--- config.mk ---
export PLATFORM = sky130hd
export DESIGN_NAME = aud_i2s_tx
export DESIGN_NICKNAME = d
export VERILOG_FILES = /design/src/rtl/aud_i2s_tx.sv
export SDC_FILE = /design/constraint.sdc
export NUM_CORES = 1
export LEC_CHECK = 0
export BUFFER_PORTS_ARGS = -buffer_cell sky130_fd_sc_hd__buf_2
export CORE_UTILIZATION = 50
export DETAILED_ROUTE_END_ITERATION = 10
export PLACE_DENSITY = 0.69
export SYNTH_ARGS = -nofsm -noshare
export SYNTH_HDL_FRONTEND = slang
export SYNTH_SLANG_ARGS = --single-unit
--- constraint.sdc ---
create_clock -name i_clk -period 2.72 [get_ports i_clk]
set_input_delay 0.272 -clock i_clk [delete_from_list [all_inputs] [get_ports i_clk]]
set_output_delay 0.272 -clock i_clk [all_outputs]
set_load 0.05 [all_outputs]
--- src/rtl/aud_i2s_tx.sv ---
// I2S transmitter: serializes one held mono sample onto DACDAT for both LRCK half-frames,
// MSB first, one BCLK after each LRCK edge, with codec clocks synchronized into i_clk.
module aud_i2s_tx #(
  parameter int unsigned DATA_W = 16
) (
  input  logic              i_clk,
  input  logic              i_rst_n,
  input  logic              i_en,
  input  logic              i_bclk,
  input  logic              i_daclrck,
  input  logic [DATA_W-1:0] i_dac_data,
  output logic              o_aud_dacdat,
  output logic              o_busy,
  output logic              o_frame_done
);

  localparam int unsigned CntW = $clog2(DATA_W + 1);
  localparam logic [CntW-1:0] CntMax = CntW'(DATA_W);

  typedef enum logic [1:0] {StIdle, StWait, StSend, StDone} state_e;

  state_e            state_q, state_d;
  logic [1:0]        bclk_sync_q, lr_sync_q;
  logic              bclk_hist_q, lr_hist_q;
  logic [DATA_W-1:0] hold_q, hold_d;
  logic [DATA_W-1:0] shift_q, shift_d;
  logic [CntW-1:0]   cnt_q, cnt_d;
  logic              dat_q, dat_d;
  logic              busy_q, busy_d;
  logic              done_q, done_d;

  logic bclk_fall, lr_fall, lr_rise, restart;

  assign bclk_fall = bclk_hist_q & ~bclk_sync_q[1];
  assign lr_fall   = lr_hist_q & ~lr_sync_q[1];
  assign lr_rise   = ~lr_hist_q & lr_sync_q[1];

  // A muted lr_fall drops to idle; any other LRCK edge (re)starts a word from the hold value.
  assign restart = (lr_fall & i_en) | (lr_rise & (state_q != StIdle));

  always_comb begin
    state_d = state_q;
    hold_d  = hold_q;
    shift_d = shift_q;
    cnt_d   = cnt_q;
    dat_d   = dat_q;
    done_d  = 1'b0;

    if (lr_fall) begin
      hold_d = i_en ? i_dac_data : '0;
    end

    if (restart) begin
      state_d = StWait;
      shift_d = hold_d;
      cnt_d   = '0;
      dat_d   = 1'b0;
    end else if (lr_fall) begin
      state_d = StIdle;
      dat_d   = 1'b0;
    end else if (bclk_fall) begin
      case (state_q)
        StWait: begin
          dat_d   = shift_q[DATA_W-1];
          shift_d = shift_q << 1;
          cnt_d   = CntW'(1);
          state_d = StSend;
        end
        StSend: begin
          if (cnt_q < CntMax) begin
            dat_d   = shift_q[DATA_W-1];
            shift_d = shift_q << 1;
            cnt_d   = cnt_q + CntW'(1);
          end else begin
            dat_d   = 1'b0;
            state_d = StDone;
            done_d  = lr_sync_q[1];
          end
        end
        default: begin
          dat_d = 1'b0;
        end
      endcase
    end

    busy_d = (state_d == StWait) || (state_d == StSend);
  end

  always_ff @(posedge i_clk or negedge i_rst_n) begin
    if (!i_rst_n) begin
      bclk_sync_q <= '0;
      bclk_hist_q <= 1'b0;
      lr_sync_q   <= '0;
      lr_hist_q   <= 1'b0;
      state_q     <= StIdle;
      hold_q      <= '0;
      shift_q     <= '0;
      cnt_q       <= '0;
      dat_q       <= 1'b0;
      busy_q      <= 1'b0;
      done_q      <= 1'b0;
    end else begin
      bclk_sync_q <= {bclk_sync_q[0], i_bclk};
      bclk_hist_q <= bclk_sync_q[1];
      lr_sync_q   <= {lr_sync_q[0], i_daclrck};
      lr_hist_q   <= lr_sync_q[1];
      state_q     <= state_d;
      hold_q      <= hold_d;
      shift_q     <= shift_d;
      cnt_q       <= cnt_d;
      dat_q       <= dat_d;
      busy_q      <= busy_d;
      done_q      <= done_d;
    end
  end

  assign o_aud_dacdat = dat_q;
  assign o_busy       = busy_q;
  assign o_frame_done = done_q;

endmodule

==> results of run 1 <==
==> per-stage QoR <==
| step | instances | util | setup slack (ns) |
|---|---|---|---|
| after detailed placement | 259 | 0.549 | 0.307 |
| after global routing | 267 | 0.569 | 0.154 |
| final | 267 | 0.569 | 0.325 |
| after global placement | 259 | 0.549 | 0.389 |
| after CTS | 267 | 0.569 | 0.301 |
| after floorplan | 192 | - | 0.857 |
==> area by class of cell <==
| type | instances | share of cell area |
|---|---|---|
| clock buffer | 5 | 0.0276 |
| clock inverter | 3 | 0.00753 |
| inverter | 15 | 0.0226 |
| multi-input combinational | 119 | 0.382 |
| sequential | 48 | 0.482 |
| tap | 52 | 0.0261 |
| timing repair buffer | 25 | 0.0522 |
==> registers in the layout (all words and copies together), names as in the netlist, 2 cells and up <==
name and flops:
shift_q 16, hold_q 16, bclk_sync_q 2, lr_sync_q 2
cnt_q 5, state_q 2
==> power by group through the flow <==
stage	combinational [W]	sequential, W	clock [W]
final	0.000454	0.000947	0.000416
after CTS	0.000461	0.000950	0.000430
after floorplan	0.000347	0.000960	0
after global routing	0.000503	0.000969	0.000459
after detailed placement	0.000458	0.000964	0
after global placement	0.000434	0.000955	0
==> critical path: cells and delay by family, from the launching register on <==
family	cells	cell delay, ns
AOI/OAI and AO/OA	1	0.55
adders and majority gates	1	0.18
and+or+nand+nor	1	0.07
DFF	1	0.42
muxes	2	0.60
buffers and inverters	2	0.47
==> cell families (layout without fill, tap and decap cells) <==
family          Yosys count  count (layout)  share of synthesized area
xor+xnor                  1               1                    0.00382
simple gates             56              56                      0.123
flops                    48              48                      0.524
mux                      40              40                      0.195
fa+ha+maj                 6               6                     0.0328
buf+inv                  25              48                     0.0600
compound gates           16              16                     0.0617
==> Yosys cell counts, types with 2 or more instances <==
cell type and number:
o211a_1 2, clkbuf_1 3, buf_4 2, a21oi_1 2, dfrtp_1 48, nand2b_1 3
ha_1 6, nand2_1 25, mux2_1 16, inv_1 15, mux2_4 3, buf_12 2
buf_2 3, mux2i_1 12, nor2_1 3, nand4_1 3, mux2_2 9, nand3_1 11
nor2b_1 3
==> metal layers <==
layer / vias to the layer above / track usage
met1: 701 / 0.243
met5: - / 0
met2: 34 / 0.292
met3: 8 / 0.0610
met4: 0 / 0.0511
li1: 698 / -
==> layout by cell type (no fill, tap or decap), types with 2 or more instances in the layout <==
cell type,count
ha_1,6
nand4_1,3
nor2b_1,3
nand2b_1,3
nor2_1,3
buf_2,23
o211a_1,2
nand2_1,25
clkinv_2,2
inv_1,15
buf_4,2
nand3_1,11
mux2i_1,12
clkbuf_8,5
a21oi_1,2
mux2_4,3
mux2_2,9
dfrtp_1,48
mux2_1,16
==> worst paths after layout <==
path / cells after the start / slack [ns] / start / end
min in group asynchronous: 1 / 0.15 / i_rst_n / shift_q[0]
worst max-delay path: 7 / 0.32 / state_q[1] / shift_q[13]
max in group asynchronous: 1 / 1.94 / i_rst_n / bclk_hist_q
worst min-delay path: 1 / 0.07 / i_daclrck / lr_sync_q[0]
worst min register to register: 0 / 0.36 / bclk_sync_q[0] / bclk_sync_q[1]
worst max register to register: 7 / 0.32 / state_q[1] / shift_q[13]
==> summary.txt, run 1 <==
Global routing
  • Vias in the first global route: 1482
  • Largest net degree at the start of global routing: 49
  • Initial antenna violation count: 0
  • Total grt overflow: 0
  • First-pass GRT wire length: 6960 um
  • Aggregate global-route resource usage: 0.184

Synth
  • Top cell type's share of synthesized area: 0.524
  • Post-synth EDFFs: 0
  • Netlist cell types: 40
  • Yosys reg bits: 48
  • Post-Syn Instances: 192
  • Synthesized cell area: 2290 um^2
  • Synth top area cells: dfrtp_1 52%, mux2_1 7.9%, mux2i_1 5.2%, mux2_2 4.4%, nand2_1 4.1%
  • Top_reg_cell synth: dfrtp_1
  • Yosys Warn Count: 0
  • Synth Area per Inst: 11.9 um^2
  • Syn nets: 219
  • Sequential share of the synthesized area: 0.524
  • Share of flip-flops with an asynchronous set or reset: 1.00
  • Synth area leader: dfrtp_1

Floorplanning
  • Die area: 4860 um^2
  • Initial Util: 0.523
  • Num ports: 24
  • Core area: 4380 um^2
  • Num rows: 24
  • DIE HEIGHT: 69.7 um
  • Width of the die: 69.7 um

Job
  • Maxcap violations: 0

Final layout
  • Area Overhead vs Synth: 8.79%
  • Inserted Diodes: 0
  • Multi-input gate area: 953 um^2
  • Nets: 241
  • Register area: 1200 um^2
  • Share of cells above drive strength 1: 0.242
  • Fillers: 370
  • Finished Cell Area: 2490 um^2

Power
  • Power per Cell Area: 728 nW/um^2
  • Clk pwr share: 0.229
  • Tot Pwr: 0.00182 W
  • P_int: 0.00128 W
  • Net Sw Frac: 0.294
  • Pleak: 1.22 nW
  • Max rail drop VDD: 0.454 mV
  • Sw Pwr: 0.000533 W
  • Sequential Power Share: 0.521
  • Logic pwr share: 0.250

STA
  • Fin. max-slew vios: 0
  • Slew HR: 0.313
  • Hold Fails Final Rpt: 0
  • Highest clock rate: 417 MHz
  • WHS: 0.0738 ns
  • Tightest Pin Transition: 1.03 ns
  • Fin crit share: 0.881
  • Final setup violation count: 0
  • Min Tclk post-route: 2.40 ns
  • Setup TNS: 0 ns
  • RSZ-0062 raised after global routing: false
  • Clock skew: 0.0153 ns

Status
  • Status: completed

Clock network
  • Hold_buf cts: 0
  • TritonCTS clock tree: built
  • Clock Tree Root: clkbuf_8
  • Resized cells post-CTS: 0
  • Total setup buffers inserted after CTS: 0
  • CTS max path bufs: 2
  • Clock latency on the worst-skew pair: 0.31 ns
  • Clk sinks: 48
  • H-tree Lvls: 2
  • Clk slew on worst S/H paths: 0.08 ns
  • CTS Buf Count: 5

Detailed routing
  • Routed Antenna Nets: 0
  • Top Layer Used: met4
  • Final WL: 4030 um
  • Initial drt markers: 94
  • Routed vias/inst: 5.40
  • Overall via count from detail_route: 1441
  • Met3 wire length: 180 um
  • DR WL/cell: 15.1 um
  • DRT Pass-1 Iters: 4
  • DRC: 0
  • WL met1: 1790 um
  • Routed length on met2: 2000 um

Critical path
  • CP Cell Sequence: inv_1 > ha_1 > nor3b_2 > a21oi_2 > buf_4 > mux2_2 > mux2_4
  • Max stage delay on crit path: 0.55 ns
  • Critical path class: reg2reg
  • Startpoint types: register
  • Crit path DAT: 2.59 ns
  • Critical path capture point type: register
  • Required @ worst endpoint: 2.91 ns
  • Slowest CP cell: a21oi_2
  • Max FO, Critical Path: 17

Placed design
  • Gp weighted congestion: 0.743
  • Dpl cell area: 2410 um^2
  • DP HPWL: 2800 um
  • I/O Buffers: 23

Worst hold path
  • Min-delay worst type: in2reg
(Power assumes the default switching activity.)
==> inputs of run 2 (changes only) <==
--- a/config.mk
+++ b/config.mk
@@ -9,6 +9,7 @@
 export CORE_UTILIZATION = 50
 export DETAILED_ROUTE_END_ITERATION = 10
 export PLACE_DENSITY = 0.69
+export REMOVE_ABC_BUFFERS = 1
 export SYNTH_ARGS = -nofsm -noshare
 export SYNTH_HDL_FRONTEND = slang
 export SYNTH_SLANG_ARGS = --single-unit
==> summary.txt, run 2 (synthesis gave the netlist of run 1 again) <==
Status
  • Status: completed

Floorplanning
  • DIE HEIGHT: 69.7 um (unchanged)
  • Num ports: 24 (unchanged)
  • Initial Util: 0.523 (unchanged)
  • Core area: 4380 um^2 (unchanged)
  • Die area: 4860 um^2 (unchanged)
  • Width of the die: 69.7 um (unchanged)
  • Num rows: 24 (unchanged)

Clock network
  • Hold_buf cts: 0 (unchanged)
  • CTS Buf Count: 5 (unchanged)
  • H-tree Lvls: 2 (unchanged)
  • Clk sinks: 48 (unchanged)
  • Resized cells post-CTS: 0 (unchanged)
  • Clock Tree Root: clkbuf_8
  • Clk slew on worst S/H paths: 0.09 ns (about the same)
  • Total setup buffers inserted after CTS: 0 (unchanged)
  • CTS max path bufs: 2 (unchanged)
  • Clock latency on the worst-skew pair: 0.30 ns (about the same)
  • TritonCTS clock tree: built

STA
  • Min Tclk post-route: 2.22 ns (-0.173 ns)
  • Tightest Pin Transition: 1.04 ns (+0.0129 ns)
  • Final setup violation count: 0 (unchanged)
  • RSZ-0062 raised after global routing: false
  • Highest clock rate: 450 MHz (+7.8%)
  • Setup TNS: 0 ns (unchanged)
  • Clock skew: 0.0131 ns (-0.00216 ns)
  • Hold Fails Final Rpt: 0 (unchanged)
  • Slew HR: 0.304 (-0.00860)
  • Fin. max-slew vios: 0 (unchanged)
  • Fin crit share: 0.817 (-0.0637)

Power
  • Tot Pwr: 0.00210 W (+16%)
  • Max rail drop VDD: 0.387 mV (-15%)
  • Power per Cell Area: 821 nW/um^2 (+13%)
  • Pleak: 1.25 nW (+2.5%)
  • Clk pwr share: 0.331 (+0.102)
  • Sw Pwr: 0.000542 W (+1.6%)
  • Sequential Power Share: 0.450 (-0.071)
  • Logic pwr share: 0.219 (-0.031)
  • Net Sw Frac: 0.258 (-0.0362)
  • P_int: 0.00156 W (+22%)

Global routing
  • Met3 usage: 0.0465 (-0.0145)
  • Initial antenna violation count: 0 (unchanged)
  • GR Layer Usage met2: 0.323 (+0.0302)
  • Aggregate global-route resource usage: 0.188 (+0.00413)
  • Grt met1 use: 0.234 (-0.00844)
  • Vias in the first global route: 1529 (+3.2%)
  • Largest net degree at the start of global routing: 49 (unchanged)
  • First-pass GRT wire length: 7200 um (+3.6%)
  • GRT busiest layer: met2
  • Total grt overflow: 0 (unchanged)

Placed design
  • Gp weighted congestion: 0.764 (+2.8%)
  • Dpl cell area: 2410 um^2 (unchanged)
  • I/O Buffers: 23 (unchanged)
  • DP HPWL: 2810 um (+0.54%)

Critical path
  • Critical path class: reg2reg
  • Critical path capture point type: register
  • Startpoint types: register
  • Crit path DAT: 2.40 ns (-0.19 ns)
  • Required @ worst endpoint: 2.90 ns (about the same)
  • Max FO, Critical Path: 29 (+12)

Final layout
  • Share of cells above drive strength 1: 0.242 (unchanged)
  • Nets: 241 (unchanged)
  • Area Overhead vs Synth: 11.9%
  • Finished Cell Area: 2560 um^2 (+2.9%)
  • Inserted Diodes: 0 (unchanged)
  • Commonest non-fill, non-tap cell in the layout: dfrtp_1
  • Most frequent cells in the layout: 48 x dfrtp_1, 25 x nand2_1, 23 x buf_2
  • Largest registers: hold_q (16), shift_q (16), cnt_q (5)

Detailed routing
  • Routed vias/inst: 5.55 (+2.8%)
  • Initial drt markers: 64 (-32%)
  • DRT Pass-1 Iters: 4 (unchanged)
  • DRC: 0 (unchanged)
  • Final WL: 4170 um (+3.3%)
  • DR WL/cell: 15.6 um (+3.3%)
  • Overall via count from detail_route: 1482 (+2.8%)
  • Routed Antenna Nets: 0 (unchanged)

Worst hold path
  • Min-delay worst type: in2reg

Job
  • Maxcap violations: 0 (unchanged)
## run 2: critical path, cell delays in order, from the launching register on
cell     delay, ns
dfrtp_1       0.43
inv_1         0.12
ha_1          0.21
nor3b_2       0.30
a21oi_2       0.05
buf_4         0.26
nand2_2       0.34
mux2_2        0.39
## run 2: worst paths after layout
check | start | endpoint | slack (ns) | cells after the start
hold reg to reg | lr_sync_q[0] | lr_sync_q[1] | 0.35 | 0
hold / removal | i_daclrck | lr_sync_q[0] | 0.08 | 1
max in group asynchronous | i_rst_n | shift_q[5] | 1.92 | 1
setup / recovery | state_q[1] | shift_q[7] | 0.50 | 7
min in group asynchronous | i_rst_n | hold_q[1] | 0.15 | 1
setup reg to reg | state_q[1] | shift_q[7] | 0.50 | 7
## run 2: power by group through the flow
| stage | clock [W] | sequential, W | combinational [W] |
|---|---|---|---|
| final | 0.000696 | 0.000948 | 0.000460 |
| after global routing | 0.000743 | 0.000966 | 0.000500 |
| after CTS | 0.000705 | 0.000947 | 0.000465 |
| after detailed placement | 0 | 0.000959 | 0.000457 |
| after global placement | 0 | 0.000950 | 0.000433 |
| after floorplan | 0 | 0.000960 | 0.000327 |
## run 2: final cells by class
| type | instances | area [um^2] |
|---|---|---|
| Timing Repair Buffer | 25 | 130 |
| Clock buffer | 5 | 68.8 |
| Clock inverter | 3 | 90.1 |
| Fill cell | 370 | 1820 |
| Sequential cell | 48 | 1200 |
| Tap cell | 52 | 65.1 |
| Inverter | 15 | 56.3 |
| Multi-Input combinational cell | 119 | 953 |
## run 2: per-stage QoR
| stage | hold slack [ns] | std cells | util | worst slack [ns] |
|---|---|---|---|---|
| after global placement | 0.333 | 259 | 0.549 | 0.706 |
| after CTS | 0.0685 | 267 | 0.585 | 0.535 |
| after global routing | 0.0632 | 267 | 0.585 | 0.406 |
| after floorplan | -0.0236 | 182 | - | 0.344 |
| after detailed placement | 0.335 | 259 | 0.549 | 0.581 |
| final | 0.0756 | 267 | 0.585 | 0.498 |
## run 2: routing by layer
layer | wire [um] | vias to the layer above
met2 | 2040 | 33
met1 | 1920 | 748
met4 | 53 | 0
met3 | 150 | 6
li1 | - | 695
met5 | 0 | -
